--- config.mk ---
export PLATFORM = sky130hd
export DESIGN_NAME = sreg_sipo_rx_flat
export DESIGN_NICKNAME = d
export VERILOG_FILES = /design/src/rtl/sreg_sipo_rx_if.sv /design/src/rtl/sreg_sipo_rx.sv /design/src/flat_wrapper.sv
export SDC_FILE = /design/constraint.sdc
export NUM_CORES = 1
export LEC_CHECK = 0
export ABC_AREA = 1
export CAP_MARGIN = 10
export CORE_MARGIN = 4
export CORE_UTILIZATION = 50
export CTS_CLUSTER_DIAMETER = 200
export DETAILED_ROUTE_END_ITERATION = 7
export HOLD_SLACK_MARGIN = 0.06
export PLACE_DENSITY = 0.74
export SYNTH_ARGS = -nofsm -noshare
export SYNTH_HDL_FRONTEND = slang
export SYNTH_SLANG_ARGS = --single-unit
--- constraint.sdc ---
create_clock -name sys_clk -period 1.9 [get_ports sys_clk]
set_clock_uncertainty 0.15 [all_clocks]
set_input_delay 0.285 -clock sys_clk [delete_from_list [all_inputs] [get_ports sys_clk]]
set_output_delay 0.285 -clock sys_clk [all_outputs]
set_load 0.01 [all_outputs]
--- src/rtl/sreg_sipo_rx_if.sv ---
// Serial-in / parallel-out receiver bus: serial stimulus in, completed words and status out.
interface sreg_sipo_rx_if #(
    parameter int WIDTH = 8
);
    logic             sin;
    logic             sin_en;
    logic             start;
    logic [WIDTH-1:0] dout;
    logic             dout_valid;
    logic             busy;
    logic             frame_err;

    modport master (
        output sin, sin_en, start,
        input  dout, dout_valid, busy, frame_err
    );

    modport slave (
        input  sin, sin_en, start,
        output dout, dout_valid, busy, frame_err
    );
endinterface

--- src/rtl/sreg_sipo_rx.sv ---
// Frame-based serial receiver: MSB-first bits qualified by sin_en, framed by start,
// presented as a registered parallel word with a one-cycle valid pulse.
//
//   state | meaning
//   IDLE  | waiting for start with sin_en; no partial frame held
//   SHIFT | frame partially received; bit_cnt bits captured so far
module sreg_sipo_rx #(
    parameter int WIDTH = 8
) (
    input  logic           sys_clk,
    input  logic           sys_rst_n,
    sreg_sipo_rx_if.slave  bus
);
    localparam int CW = $clog2(WIDTH + 1);

    typedef enum logic {IDLE = 1'b0, SHIFT = 1'b1} state_t;

    state_t           state_q, state_d;
    logic [WIDTH-1:0] sreg_q, sreg_d;
    logic [CW-1:0]    bit_cnt_q, bit_cnt_d;
    logic [WIDTH-1:0] dout_q, dout_d;
    logic             dout_valid_q, dout_valid_d;
    logic             frame_err_q, frame_err_d;
    logic [WIDTH-1:0] shifted;
    logic             last_bit;

    assign shifted  = {sreg_q[WIDTH-2:0], bus.sin};
    assign last_bit = (bit_cnt_q == CW'(WIDTH - 1));

    always_ff @(posedge sys_clk or negedge sys_rst_n) begin
        if (!sys_rst_n) begin
            state_q      <= IDLE;
            sreg_q       <= '0;
            bit_cnt_q    <= '0;
            dout_q       <= '0;
            dout_valid_q <= 1'b0;
            frame_err_q  <= 1'b0;
        end else begin
            state_q      <= state_d;
            sreg_q       <= sreg_d;
            bit_cnt_q    <= bit_cnt_d;
            dout_q       <= dout_d;
            dout_valid_q <= dout_valid_d;
            frame_err_q  <= frame_err_d;
        end
    end

    always_comb begin
        state_d      = state_q;
        sreg_d       = sreg_q;
        bit_cnt_d    = bit_cnt_q;
        dout_d       = dout_q;
        dout_valid_d = 1'b0;
        frame_err_d  = 1'b0;
        unique case (state_q)
            IDLE: begin
                if (bus.sin_en && bus.start) begin
                    sreg_d    = shifted;
                    bit_cnt_d = CW'(1);
                    state_d   = SHIFT;
                end
            end
            SHIFT: begin
                if (bus.sin_en && bus.start) begin
                    // Restart: the current bit becomes the first bit of the new frame.
                    frame_err_d = 1'b1;
                    sreg_d      = shifted;
                    bit_cnt_d   = CW'(1);
                end else if (bus.sin_en) begin
                    sreg_d = shifted;
                    if (last_bit) begin
                        dout_d       = shifted;
                        dout_valid_d = 1'b1;
                        bit_cnt_d    = '0;
                        state_d      = IDLE;
                    end else begin
                        bit_cnt_d = bit_cnt_q + CW'(1);
                    end
                end
            end
            default: state_d = IDLE;
        endcase
    end

    always_comb begin
        bus.dout       = dout_q;
        bus.dout_valid = dout_valid_q;
        bus.frame_err  = frame_err_q;
        bus.busy       = (state_q == SHIFT);
    end
endmodule

--- src/flat_wrapper.sv ---
// flat-port wrapper written by rule: the top's interface ports become plain ports
module sreg_sipo_rx_flat 
#(
    parameter int WIDTH = 8
)
  (sys_clk, sys_rst_n, bus_sin, bus_sin_en, bus_start, bus_dout, bus_dout_valid, bus_busy, bus_frame_err);
  sreg_sipo_rx_if #(.WIDTH(WIDTH)) bus_i ();
  input  logic sys_clk;
  input  logic sys_rst_n;
  input wire logic [$bits(bus_i.sin)-1:0] bus_sin;
  input wire logic [$bits(bus_i.sin_en)-1:0] bus_sin_en;
  input wire logic [$bits(bus_i.start)-1:0] bus_start;
  output wire logic [$bits(bus_i.dout)-1:0] bus_dout;
  output wire logic [$bits(bus_i.dout_valid)-1:0] bus_dout_valid;
  output wire logic [$bits(bus_i.busy)-1:0] bus_busy;
  output wire logic [$bits(bus_i.frame_err)-1:0] bus_frame_err;
  assign bus_i.sin = bus_sin;
  assign bus_i.sin_en = bus_sin_en;
  assign bus_i.start = bus_start;
  assign bus_dout = bus_i.dout;
  assign bus_dout_valid = bus_i.dout_valid;
  assign bus_busy = bus_i.busy;
  assign bus_frame_err = bus_i.frame_err;
  sreg_sipo_rx #(.WIDTH(WIDTH)) u_core (.sys_clk(sys_clk), .sys_rst_n(sys_rst_n), .bus(bus_i));
endmodule
# --- Yosys cells after proc, flatten, opt, wreduce, memory -nomap -nowiden ---
# Index checks and enable logic that the tools add are counted.
word_totals:
  reg_bits: 22
  output_inout_bits: 11
  elab_cells: 34
  input_bits: 5
classes:
  bitwise_logic: 2
  n_mux: 19
  add_sub_neg: 1
  n_eq_ne: 3
  reduce_logical: 3
ops:
  columns: ["op", "count"]
  rows:
  - ["$mux W7", 3]
  - ["$mux W4", 4]
  - ["$pmux W7 S2", 1]
  - ["$mux W1", 9]
  - ["$pmux W4 S2", 1]
  - ["$add A4 B1 Y4 const B", 1]
  - ["$eq A4 B3 Y1 const B", 1]
  - ["$reduce_and A4 Y1", 1]
  - ["$ne A3 B3 Y1 const B", 1]
  - ["$ne A2 B1 Y1 const B", 1]
  - ["$not A1 Y1", 2]
  - ["$pmux W1 S2", 1]
  - ["$reduce_and A2 Y1", 1]
  - ["$logic_and A1 B1 Y1", 1]

# --- Logic depth before layout (Yosys ltp) ---
# Gate-level depths: netlist (run 1).
depth:
  ltp_word: 5
  ltp_mapped: 7
  depth_no_buf: 7

# --- Worst setup path before layout (run 1) ---
# Ideal clock, no wire load.
synth_timing:
  path_type: "reg-to-reg"
  from: "reg u_core.bit_cnt_q[0]"
  to: "reg u_core.dout_q[5], in the netlist u_core.bus.dout[5]"
  n_path_buf: 1
  setup_ns: 0.117
  t_required_ns: 1.633
  path_slack_ns: 0.559
  period_less_slack_ns: 1.341
  arrival_ns: 1.073
  path_stages_with_launch: 8
  cell_sequence: "dfrtp_1 > ha_1 > nand2_2 > nor2_4 > nand2_4 > buf_6 > nand2_2 > o21ai_2"
synth_between:
  elab_chain_len: 2
synth_lines:
  columns: ["element", "line_no", "text"]
  rows:
  - ["from (decl)", "sreg_sipo_rx.sv:20", "logic [CW-1:0] bit_cnt_q, bit_cnt_d;"]
  - ["from (signal assigned)", "sreg_sipo_rx.sv:41", "bit_cnt_q <= bit_cnt_d;"]
  - ["$eq A4 B3 Y1", "sreg_sipo_rx.sv:28", "assign last_bit = (bit_cnt_q == CW'(WIDTH - 1));"]
  - ["$reduce_and A4 Y1 (no line)", null, null]
  - ["to (signal assigned)", "sreg_sipo_rx.sv:42", "dout_q <= dout_d;"]
  - ["to (decl)", "sreg_sipo_rx.sv:21", "logic [WIDTH-1:0] dout_q, dout_d;"]
# No other way between the ends.
# A chain may end at the register's enable or synchronous reset.

# --- Worst setup path after layout (run 1) ---
layout_timing:
  from: "reg u_core.state_q, in the netlist u_core.bus.busy"
  to: "out bus_busy"
layout_lines:
  columns: ["element", "line_no", "text"]
  rows:
  - ["from (decl)", "sreg_sipo_rx.sv:18", "state_t state_q, state_d;"]
  - ["from (signal assigned)", "sreg_sipo_rx.sv:39", "state_q <= state_d;"]
  - ["to (decl)", "flat_wrapper.sv:15", "output wire logic [$bits(bus_i.busy)-1:0] bus_busy;"]
# No word-level cell between the ends.

==> out/qor.txt, run 1 <==
run status = completed
Max-slew headroom = 81.68%
met2 GRT Util = 24.79%
unrepaired setup endpoints after global routing = false
post-CTS sizing = 0
hold_buf cts = 0
worst vdd ir = 0.6788 mV
Post-CTS Setup Bufs = 0
Achievable Freq = 585.7 MHz
H-tree Lvls = 1
Final Critical Period = 1707 ps
total global-route track usage = 14.70%
initial antenna violation count = 0
layout cells sized above 1 = 19.64%
Worst-path clk slew = 110 ps
NetSw = 0.0002552 W
final hold slack = 163.6 ps
max cap viols = 0
Final period util = 89.87%
syn nets = 100
Sink Count = 22
Netlist cell types = 18
Setup violations, final = 0
vias = 690
Clk network pwr share = 25.7%
I/O pin count = 16
crit path max-delay cell type = clkdlybuf4s50_1
Final nets = 119
Least-Margin Pin Slew = 274.7 ps
final setup TNS = 0 ps
Max Slew Vio Count = 0
port buffer count = 15
Crit path max-delay family = buffers and inverters
Initial Util = 53.40%
Area growth, synth to finish = 21.91%
number of DRC markers in iteration 0 = 10
core area = 1764 µm²
Post-Syn Area = 942.2 µm²
Worst setup EP type = primary output
worst path required time = 1460 ps
global routing's busiest layer = met2
n_diodes = 0
Net Sw Frac = 26.40%
Mapped Cells = 94
first-pass GRT wire length = 2946 µm
worst-path fanout max = 4
largest net degree at the start of global routing = 23
peak per-stage delay on the critical path = 560 ps
Yosys warning count = 0
setup ws final = 192.5 ps
grt met1 use = 18.20%
global route overflow = 0
crit-path cells = clkdlybuf4s50_1
First-pass DRT Iterations = 5
die width = 51.41 µm
grt met3 use = 2.624%
Worst Path Buf+Inv = 1
CTS tree = yes
RePlAce Congestion = 0.7257
vias per cell = 5.036
drt wl/cell = 11.65 µm
Fin. Hold Viols = 0
Die Y = 51.41 µm
DRC viols = 0
Final Power = 0.0009665 W
Synth area leader = dfrtp_1
dpl ws = 193.6 ps
part of the power in registers = 57.1%
# rows = 15
PD cells = 841.4 nW/µm²
number of global-route vias before repair = 682
overall routed net length = 1596 µm
Max Root-Sink Buffers = 2
dpl hpwl = 1205 µm
HP Class = in -> async
clk_lat worst skew = 300 ps
CTS buffer count = 3
Logic pwr share = 17.2%
Crit Path Category = reg -> out
Synth top area share = 58.43%
Seq cells post-synth = 22
Setup crit start kind = flip-flop
Worst EP arrival = 1270 ps
top area cells in the synthesized netlist = dfrtp_1, nand2_1, o21ai_2, inv_1, nand2_2
Root Driver = clkbuf_4
most common cell after layout, fill and taps aside = dfrtp_1
Seq/Total Area, Yosys = 58.43%
post-route ant nets = 0
P_leak = 0.5584 nW
Pint = 0.0007113 W
Mean Syn Cell Area = 10.02 µm²
Die ar. = 2643 µm²
commonest cells after routing, fill and taps aside = dfrtp_1, nand2_1, clkdlybuf4s50_1, inv_1
[area by class of cell]
cell class                      instances  area [µm²]
Clock buffer                            4       36.28
Fill cell                             147       615.6
Inverter                               11       41.29
Multi-Input combinational cell         59       331.6
Sequential cell                        22       550.5
Tap cell                               25       31.28
Timing Repair Buffer                   16       157.7
[cells in the mapped netlist]
cell	count
inv_1	10
dfrtp_1	22
o21ai_2	7
nand2_2	6
nor2_4	2
ha_1	1
buf_6	1
inv_2	1
o21ai_0	3
nor2_1	3
nand3_1	7
buf_4	1
xnor2_1	1
nand2_1	20
o21ai_1	6
nand2_4	1
nand4_1	1
a21oi_1	1
[final timing paths]
path	startpoint	endpoint	slack, ps	cells past startpoint
setup / recovery	u_core.bus.busy$_DFF_PN0_	bus_busy	190	1
hold / removal	sys_rst_n	u_core.sreg_q[0]$_DFFE_PN0P_	160	2
setup reg to reg	u_core.bit_cnt_q[0]$_DFFE_PN0P_	u_core.bus.dout[0]$_DFFE_PN0P_	430	7
hold reg to reg	u_core.bus.dout[7]$_DFFE_PN0P_	u_core.bus.dout[7]$_DFFE_PN0P_	350	2
max in group asynchronous	sys_rst_n	u_core.sreg_q[5]$_DFFE_PN0P_	1220	2
min in group sys_clk	u_core.bus.dout[7]$_DFFE_PN0P_	u_core.bus.dout[7]$_DFFE_PN0P_	350	2
[power groups by stage]
stage / clock [W] / sequential (W) / combinational [W]
2_1_floorplan: 0 / 0.000563 / 0.0000891
3_3_place_gp: 0 / 0.000558 / 0.000164
3_5_place_dp: 0 / 0.000561 / 0.000169
4_1_cts: 0.000260 / 0.000552 / 0.000170
5_1_grt: 0.000282 / 0.000559 / 0.000188
6_report: 0.000248 / 0.000552 / 0.000166
[kinds of logic after synthesis]
family | share of synthesized area (%)
compound gates | 11.82
xor+xnor | 0.9298
fa+ha+maj | 1.328
buf+inv | 6.375
flops | 58.43
simple gates | 21.12
[per-stage QoR]
| step | utilization [%] | cells | cell area, µm² |
|---|---|---|---|
| 2_1_floorplan | - | 94 | 942.2 |
| 3_5_place_dp | 63.05 | 133 | 1112 |
| 4_1_cts | 65.11 | 137 | 1149 |
| 3_3_place_gp | 63.05 | 133 | 1112 |
| 6_report | 65.11 | 137 | 1149 |
| 5_1_grt | 65.11 | 137 | 1149 |
[routing by layer]
metal	part of all wire, %	routed length, µm
met5	0	0
met4	1.8	29
met3	3.5	56
met2	50	795
met1	45	716
[flip-flops by register name (all words and copies together) (netlist names)]
name,flops
u_core.bus.dout,8
u_core.bus.dout_valid,1
u_core.sreg_q,7
u_core.bus.busy,1
u_core.bus.frame_err,1
u_core.bit_cnt_q,4
[worst register-to-register path, stage by stage, from the launching register on]
cell and delay, ps:
dfrtp_1 450, ha_1 260, nand2_2 90, nor2_4 50, nand2_4 190, inv_2 70
nand2_1 60, nand2_1 50
(Power assumes the default switching activity.)
==> inputs of run 2 (changes only) <==
--- a/config.mk
+++ b/config.mk
@@ -16,3 +16,4 @@
 export SYNTH_ARGS = -nofsm -noshare
 export SYNTH_HDL_FRONTEND = slang
 export SYNTH_SLANG_ARGS = --single-unit
+export TNS_END_PERCENT = 30
==> results of run 2 <==
Same layout as run 1: the final DEF is identical, and so are final timing and power.
==> inputs of run 3 (changes only) <==
--- a/config.mk
+++ b/config.mk
@@ -6,7 +6,7 @@
 export NUM_CORES = 1
 export LEC_CHECK = 0
 export ABC_AREA = 1
-export CAP_MARGIN = 10
+export CAP_MARGIN = 20
 export CORE_MARGIN = 4
 export CORE_UTILIZATION = 50
 export CTS_CLUSTER_DIAMETER = 200
==> results of run 3 <==
Same layout as run 1: the final DEF is identical, and so are final timing and power.
